<file path="config.mk">
export PLATFORM = sky130hd
export DESIGN_NAME = alub_operand_stage
export DESIGN_NICKNAME = d
export VERILOG_FILES = /design/src/rtl/alub_pkg.sv /design/src/rtl/alub_operand_gen.sv /design/src/rtl/alub_operand_stage.sv
export SDC_FILE = /design/constraint.sdc
export NUM_CORES = 1
export LEC_CHECK = 0
export BUFFER_PORTS_ARGS = -buffer_cell sky130_fd_sc_hd__buf_2
export CAP_MARGIN = 20
export CORE_MARGIN = 4
export CORE_UTILIZATION = 52
export DETAILED_ROUTE_END_ITERATION = 10
export PLACE_DENSITY = 0.78
export SLEW_MARGIN = 20
export SYNTH_ARGS = -nofsm -noshare
export SYNTH_HDL_FRONTEND = slang
export SYNTH_SLANG_ARGS = --single-unit
</file>
<file path="constraint.sdc">
create_clock -name clk -period 2.2 [get_ports clk]
set_input_delay 0.33 -clock clk [delete_from_list [all_inputs] [get_ports clk]]
set_output_delay 0.33 -clock clk [all_outputs]
set_load 0.02 [all_outputs]
</file>
<file path="src/rtl/alub_pkg.sv">
`default_nettype none
// ============================================================================
// Module      : alub_pkg
// Description : Shared constants for the ALU operand-B stage: operand mode
//               encodings and buffer state encodings.
// Revision    : 1.0 - initial release
// ============================================================================
package alub_pkg;

    // Operand-B source modes (src_sel encoding); 110 and 111 are reserved
    localparam logic [2:0] SEL_RT     = 3'b000;
    localparam logic [2:0] SEL_CONST  = 3'b001;
    localparam logic [2:0] SEL_SE     = 3'b010;
    localparam logic [2:0] SEL_SE_SHL = 3'b011;
    localparam logic [2:0] SEL_ZE     = 3'b100;
    localparam logic [2:0] SEL_LUI    = 3'b101;

    // Skid-buffer occupancy states
    localparam logic [1:0] ST_EMPTY   = 2'd0;
    localparam logic [1:0] ST_ONE     = 2'd1;
    localparam logic [1:0] ST_TWO     = 2'd2;

endpackage : alub_pkg
`default_nettype wire

</file>
<file path="src/rtl/alub_operand_gen.sv">
`default_nettype none
// ============================================================================
// Module      : alub_operand_gen
// Description : Combinational operand-B formation from the rt register value
//               or the instruction immediate in one of six modes. Reserved
//               mode codes yield zero and raise the reserved flag.
// Revision    : 1.0 - initial release
// ============================================================================
module alub_operand_gen
    import alub_pkg::*;
#(
    parameter int DATA_W    = 32,
    parameter int IMM_W     = 16,
    parameter int CONST_VAL = 4,
    parameter int SHIFT     = 2
) (
    input  logic [2:0]        src_sel,
    input  logic [DATA_W-1:0] rt_data,
    input  logic [IMM_W-1:0]  imm,
    output logic [DATA_W-1:0] operand,
    output logic              reserved
);

    localparam logic [DATA_W-1:0] c_CONST = DATA_W'(CONST_VAL);

    logic [DATA_W-1:0] w_se;
    logic [DATA_W-1:0] w_ze;

    // A sized cast of a signed value sign-extends; of an unsigned one, zero-extends
    assign w_se = DATA_W'($signed(imm));
    assign w_ze = DATA_W'(imm);

    // Mode decode; shifts drop bits pushed past the top of the operand
    always_comb begin
        operand  = '0;
        reserved = 1'b0;
        case (src_sel)
            SEL_RT:     operand = rt_data;
            SEL_CONST:  operand = c_CONST;
            SEL_SE:     operand = w_se;
            SEL_SE_SHL: operand = w_se << SHIFT;
            SEL_ZE:     operand = w_ze;
            SEL_LUI:    operand = w_ze << (DATA_W - IMM_W);
            default:    reserved = 1'b1;
        endcase
    end

endmodule : alub_operand_gen
`default_nettype wire

</file>
<file path="src/rtl/alub_operand_stage.sv">
`default_nettype none
// ============================================================================
// Module      : alub_operand_stage
// Description : ALU operand-B stage. Forms operand B and buffers it in a
//               two-entry skid stage (main register M drives the outputs,
//               skid register S holds a second entry) with valid/ready on
//               both sides, flush, and a sticky reserved-mode flag.
// Revision    : 1.0 - initial release
// ============================================================================
module alub_operand_stage
    import alub_pkg::*;
#(
    parameter int DATA_W    = 32,
    parameter int IMM_W     = 16,
    parameter int CONST_VAL = 4,
    parameter int SHIFT     = 2
) (
    input  logic              clk,
    input  logic              reset,
    input  logic              flush,
    input  logic              in_valid,
    output logic              in_ready,
    input  logic [2:0]        src_sel,
    input  logic [DATA_W-1:0] rt_data,
    input  logic [IMM_W-1:0]  imm,
    output logic              out_valid,
    input  logic              out_ready,
    output logic [DATA_W-1:0] out_data,
    output logic [2:0]        out_sel,
    output logic              bad_sel
);

    logic [1:0]        r_state;
    logic [DATA_W-1:0] r_m_data;
    logic [2:0]        r_m_sel;
    logic [DATA_W-1:0] r_s_data;
    logic [2:0]        r_s_sel;
    logic              r_bad_sel;

    logic [1:0]        w_state_nxt;
    logic [DATA_W-1:0] w_operand;
    logic              w_reserved;
    logic              w_accept;
    logic              w_pop;
    logic              w_ld_m_new;
    logic              w_ld_m_skid;
    logic              w_ld_s;

    alub_operand_gen #(
        .DATA_W    (DATA_W),
        .IMM_W     (IMM_W),
        .CONST_VAL (CONST_VAL),
        .SHIFT     (SHIFT)
    ) u_gen (
        .src_sel  (src_sel),
        .rt_data  (rt_data),
        .imm      (imm),
        .operand  (w_operand),
        .reserved (w_reserved)
    );

    // Handshakes are derived from registered state only, so in_ready has no
    // combinational path from out_ready
    assign in_ready  = (r_state != ST_TWO);
    assign out_valid = (r_state != ST_EMPTY);
    assign out_data  = r_m_data;
    assign out_sel   = r_m_sel;
    assign bad_sel   = r_bad_sel;

    assign w_accept  = in_valid & in_ready;
    assign w_pop     = out_valid & out_ready;

    // Next-state and register-load decode; flush empties the stage and drops
    // anything accepted in the same cycle
    always_comb begin
        w_state_nxt = r_state;
        w_ld_m_new  = 1'b0;
        w_ld_m_skid = 1'b0;
        w_ld_s      = 1'b0;
        case (r_state)
            ST_EMPTY: begin
                if (w_accept) begin
                    w_state_nxt = ST_ONE;
                    w_ld_m_new  = 1'b1;
                end
            end
            ST_ONE: begin
                if (w_accept && w_pop) begin
                    w_ld_m_new  = 1'b1;
                end else if (w_accept) begin
                    w_state_nxt = ST_TWO;
                    w_ld_s      = 1'b1;
                end else if (w_pop) begin
                    w_state_nxt = ST_EMPTY;
                end
            end
            ST_TWO: begin
                if (w_pop) begin
                    w_state_nxt = ST_ONE;
                    w_ld_m_skid = 1'b1;
                end
            end
            default: w_state_nxt = ST_EMPTY;
        endcase
        if (flush) begin
            w_state_nxt = ST_EMPTY;
            w_ld_m_new  = 1'b0;
            w_ld_m_skid = 1'b0;
            w_ld_s      = 1'b0;
        end
    end

    // State, M/S registers and sticky reserved flag; reset beats flush
    always_ff @(posedge clk) begin
        if (reset) begin
            r_state   <= ST_EMPTY;
            r_m_data  <= '0;
            r_m_sel   <= '0;
            r_s_data  <= '0;
            r_s_sel   <= '0;
            r_bad_sel <= 1'b0;
        end else begin
            r_state <= w_state_nxt;
            if (w_ld_m_new) begin
                r_m_data <= w_operand;
                r_m_sel  <= src_sel;
            end else if (w_ld_m_skid) begin
                r_m_data <= r_s_data;
                r_m_sel  <= r_s_sel;
            end
            if (w_ld_s) begin
                r_s_data <= w_operand;
                r_s_sel  <= src_sel;
            end
            // A request dropped by flush does not count as accepted
            if (w_accept && w_reserved && !flush) begin
                r_bad_sel <= 1'b1;
            end
        end
    end

endmodule : alub_operand_stage
`default_nettype wire

</file>
## Word-level counts from Yosys, hierarchy flattened

Index checks and enable logic that the tools add are counted.

- Bits in registers: 73
- Input port bits: 56
- Output and inout bits: 38
- Word-level logic and storage cells: 53

- Equal/unequal tests: 12
- Multiplexer cells: 22
- Bitwise gates (word level): 2
- Reduce and logical (&&, ||, !) cells: 11

Operators by type and width:

| cell | count |
|---|---|
| 32-bit one-hot mux with 6 select lines | 1 |
| 32-bit two-way mux | 2 |
| 1-bit two-way mux | 10 |
| 2-bit two-way mux | 5 |
| 2-bit != test (second input constant) | 4 |
| 3-bit by 2-bit == test with 1-bit output (second input constant) | 2 |
| 3-bit == test (second input constant) | 2 |
| 3-bit two-way mux | 2 |
| 2-bit one-hot mux with 3 select lines | 1 |
| 6-bit OR reduction | 1 |
| 4-bit AND reduction | 1 |
| 2-bit nonzero test | 2 |
| 3-bit by 1-bit == test with 1-bit output (second input constant) | 1 |
| 1-bit logical AND | 3 |
| 3-bit logical NOT | 1 |
| 3-bit != test (second input constant) | 1 |
| 1-bit AND | 2 |
| 2-bit by 1-bit == test with 1-bit output (second input constant) | 1 |
| 2-bit == test (second input constant) | 1 |
| 2-bit logical NOT | 1 |
| 1-bit one-hot mux with 2 select lines | 1 |
| 2-bit OR reduction | 1 |
| 1-bit logical NOT | 1 |

## Logic depth before layout (Yosys ltp)

- Depth after elaboration: 7
- Gate-level depth with buffers: 6
- Depth with buffers taken out: 4

## Modules after synthesis

From an unflattened synthesis, not the netlist that was laid out.

- Cell total of the unflattened synthesis: 532
- Area, all modules: 4043.9 um2

By module, submodules not included:

| module | times used | cells each | area an instance (um2) |
|---|---|---|---|
| alub_operand_stage | 1 | 382 | 3088.0 |
| alub_operand_gen | 1 | 150 | 955.9 |

## Worst setup path before layout

Ideal clock, no wire load.

- Path type: register to register
- From: register r_state[0]
- To: register r_m_data[17], in the netlist out_data[17]
- Setup time: 132 ps
- Arrival time: 1480 ps
- Required time: 2068 ps
- Setup slack: 589 ps
- Stages on the path, launching flop included: 7
- Path buffers: 2
- Period minus slack after synthesis: 1611 ps
- Cells stage by stage: dfxtp_1 -> nand2b_1 -> nor3b_2 -> buf_4 -> buf_6 -> mux2i_1 -> o22ai_2

- Longest elaborated chain between the ends: 7
- Elaborated cells between the ends (all ways): 17
- Those cells by class: eq/ne: 3; mux: 8; bitwise: 2; reduce/logical: 4

RTL lines:

| item | RTL line | RTL |
|---|---|---|
| start: declaration | alub_operand_stage.sv:33 | `logic [1:0] r_state;` |
| start signal: assignment | alub_operand_stage.sv:123 | `r_state <= w_state_nxt;` |
| 2-bit != test (*) | alub_operand_stage.sv:64 | `assign in_ready = (r_state != ST_TWO);` |
| via in_ready | alub_operand_stage.sv:22 | `output logic in_ready,` |
| 1-bit AND (*) | alub_operand_stage.sv:70 | `assign w_accept = in_valid & in_ready;` |
| 1-bit logical AND | alub_operand_stage.sv:88 | `if (w_accept && w_pop) begin` |
| 1-bit two-way mux | alub_operand_stage.sv:88 |  |
| 1-bit one-hot mux with 2 select lines (*) | alub_operand_stage.sv:80 | `case (r_state)` |
| 1-bit two-way mux (*) | alub_operand_stage.sv:105 | `if (flush) begin` |
| 32-bit two-way mux / 2-bit nonzero test (equally long branches) | - |  |
| end signal: assignment | alub_operand_stage.sv:125 | `r_m_data <= w_operand;` |
| end signal: assignment | alub_operand_stage.sv:128 | `r_m_data <= r_s_data;` |
| end: declaration | alub_operand_stage.sv:34 | `logic [DATA_W-1:0] r_m_data;` |

Mark *: on every way through the listed nets, which the timed path passes. The rest lies on a longest branch.
A chain may end at the register's enable or synchronous reset.

## Worst setup path after layout

- From: input port src_sel[0]
- To: register r_s_data[29]

- Longest elaborated chain between the ends: 2
- Elaborated cells between the ends (all ways): 7
- Those cells by class: eq/ne: 5; mux: 1; reduce/logical: 1

RTL lines:

| item | RTL line | RTL |
|---|---|---|
| start: declaration | alub_operand_stage.sv:23 | `input logic [2:0] src_sel,` |
| 3-bit == test, or another cell as far along | alub_operand_gen.sv:37 | `case (src_sel)` |
| 32-bit one-hot mux with 6 select lines (*) | alub_operand_gen.sv:37 |  |
| end signal: assignment | alub_operand_stage.sv:132 | `r_s_data <= w_operand;` |
| end: declaration | alub_operand_stage.sv:36 | `logic [DATA_W-1:0] r_s_data;` |

Mark *: on every way between the ends. The rest lies on a longest branch, timed or not.

==> impl_metrics.json <==
{
  "run_status": "finished, final reports clean",
  "rr_startpoint": "r_state[0]",
  "intPower_mw": 1.95,
  "p_sw_frac": 0.278,
  "pwr-share-clk": 0.334,
  "areaGrowthSynthToFinish_pct": 16.9,
  "maxSlewHeadroom": 0.293,
  "required_ns": 2.45,
  "leakage_nw": 1.58,
  "dieArea_um2": 8570,
  "synth-main-ff-cell": "dfxtp_1",
  "final_common_cell": "buf_2",
  "final_cell_mix": "93 x buf_2, 73 x dfxtp_1, 45 x mux2i_1, 32 x nor2_1, 24 x a211oi_1",
  "place.gp.congestion": 0.867,
  "critPathLaunchType": "primary input",
  "fin_crit_sh": 0.764,
  "path_max_fanout": 15,
  "antenna_found_initial": 0,
  "maxSlewViolCount": 0,
  "initial_core_util": 0.542,
  "worstSkewPairLatency_ns": 0.35,
  "fin_hold_ws_ns": 0.235,
  "dieHeight_um": 92.6,
  "crit_start": "src_sel[0]",
  "gr-usage-all-layers": 0.239,
  "cts_tree": "yes",
  "ant_nets": 0,
  "cts-resized-gates": 0,
  "worstHoldPathType": "in -> reg",
  "syn_nets": 432,
  "holdCritStartpoint": "out_ready",
  "placed_cell_area_um2": 4180,
  "ctsHoldBuffers": 0,
  "fmax_mhz": 595,
  "placed_cells": 535,
  "synth_warnings": 0,
  "fin_crit_ns": 1.68,
  "synthesis.area_um2": 3720,
  "ir_worst_vdd_mv": 0.366,
  "critPathArrivalTime_ns": 1.93,
  "hold_viol_final": 0,
  "dp_slack_ns": 0.223,
  "cts_buffers": 9,
  "clk_pin_slew_ns": 0.07,
  "drive_above_1_share": 0.326,
  "routed_wirelength_um": 10200,
  "worst_slack_ns": 0.519,
  "pin_count": 94,
  "clock-sinks": 73,
  "dp_hpwl_um": 6980,
  "cts_htree_levels": 3,
  "synth_edf_count": 0,
  "max_cap_viol_count": 0,
  "setup.worst_path.end_class": "register",
  "grt_pass1_wl_um": 16100,
  "grt_pass1_vias": 3161,
  "globalRouteOverflowTotal": 0,
  "fin_worst_skew_ns": 0.00820,
  "core_um2": 6870,
  "finalSetupViolCount": 0,
  "n_antenna_cell": 0,
  "yosys.cell_types.count": 42,
  "instances_no_fill": 550,
  "holdPathStages": 2,
  "grt_max_degree": 64,
  "postSynthCellCount": 376,
  "setup_tns_ns": 0,
  "dr.pass1.iters": 5,
  "rsz0062_at_grt": "false",
  "vias": 3342,
  "powerDensity_nw_per_um2": 623,
  "clockRootBuffer": "clkbuf_8",
  "detailedRoute.firstIterationViolations": 274,
  "p_switching_mw": 0.752,
  "final_area_um2": 4350,
  "seq_power_share": 0.507,
  "synth_seq_cells": 73,
  "synth-async-reset-ratio": 0,
  "reg2regPathDepth": 5,
  "nets": 506,
  "fillers": 618,
  "critical_path_class": "in -> reg",
  "syn_avg_cell_area_um2": 9.89,
  "comb_power_share": 0.159,
  "post_cts_buffers": 0,
  "tightest_slew_ns": 1.06,
  "drc_errors": 0,
  "die_x_um": 92.6,
  "io_buffers": 93,
  "cts.path.max_buffers": 2,
  "rows": 30,
  "yosysSeqAreaShare": 0.393,
  "via_per_inst": 6.08,
  "wl_per_cell_um": 18.5
}
power groups by stage:
| stage | Clock [mW] | Sequential (mW) | Combinational, mW |
|---|---|---|---|
| after floorplan | 0 | 1.43 | 0.253 |
| after global placement | 0 | 1.40 | 0.416 |
| after detailed placement | 0 | 1.40 | 0.425 |
| after CTS | 0.916 | 1.37 | 0.426 |
| after global routing | 0.971 | 1.38 | 0.464 |
| final | 0.903 | 1.37 | 0.430 |
registers in the layout, indices dropped and copies added (netlist names):
register  cells
out_sel       3
r_s_data     32
bad_sel       1
r_s_sel       3
r_state       2
out_data     32
critical path, stage by stage:
cell	delay [ns]
buf_2	0.16
nor2_1	0.82
a221oi_1	0.29
a211oi_1	0.32
layout make-up:
| class | instances | area (µm²) | area share |
|---|---|---|---|
| multi-input cells | 262 | 2020 | 0.465 |
| flip-flops and latches | 73 | 1460 | 0.336 |
| repair buffers | 103 | 578 | 0.133 |
| clock buffers | 12 | 145 | 0.0334 |
| well taps | 96 | 120 | 0.0276 |
| clock inverters | 3 | 17.5 | 0.00403 |
| inverters | 1 | 3.75 | 0.000864 |
Yosys cell counts (11+ instances only):
cell | count | area [µm²]
a211oi_1 | 24 | 180
a21oi_1 | 11 | 55.1
a221oi_1 | 14 | 123
a32oi_1 | 13 | 114
buf_2 | 14 | 70.1
clkbuf_1 | 12 | 45.0
dfxtp_1 | 73 | 1460
mux2i_1 | 45 | 450
nand2_1 | 11 | 41.3
nor2_1 | 32 | 120
nor2b_1 | 17 | 106
o21a_1 | 13 | 97.6
o22ai_1 | 15 | 93.8
o22ai_2 | 17 | 213
cells by family (layout without fill, tap and decap cells):
kind of cell / Yosys count / in the layout / synth area share
mux: 46 / 46 / 0.124
compound gates: 129 / 129 / 0.289
simple gates: 87 / 87 / 0.128
buf+inv: 41 / 119 / 0.0656
flops: 73 / 73 / 0.393
metrics by stage:
step / utilization / total power [mW]
after CTS: 0.633 / 2.72
after global routing: 0.633 / 2.81
after floorplan: - / 1.68
after global placement: 0.609 / 1.82
final: 0.633 / 2.71
after detailed placement: 0.609 / 1.83
worst paths after layout:
kind                                endpoint  slack (ns)
worst max register to register  out_data[14]        0.55
worst min-delay path              r_state[1]        0.24
worst min register to register    r_s_sel[1]        0.46
worst max-delay path            r_s_data[29]        0.52
per-layer routing:
layer | global-route usage | part of all wire | up-vias
li1 | - | - | 1569
met5 | 0 | 0 | -
met1 | 0.324 | 0.42 | 1569
met2 | 0.362 | 0.46 | 172
met3 | 0.0617 | 0.094 | 32
met4 | 0.0953 | 0.027 | 0
Note: power is estimated with default switching activity, not from simulation.
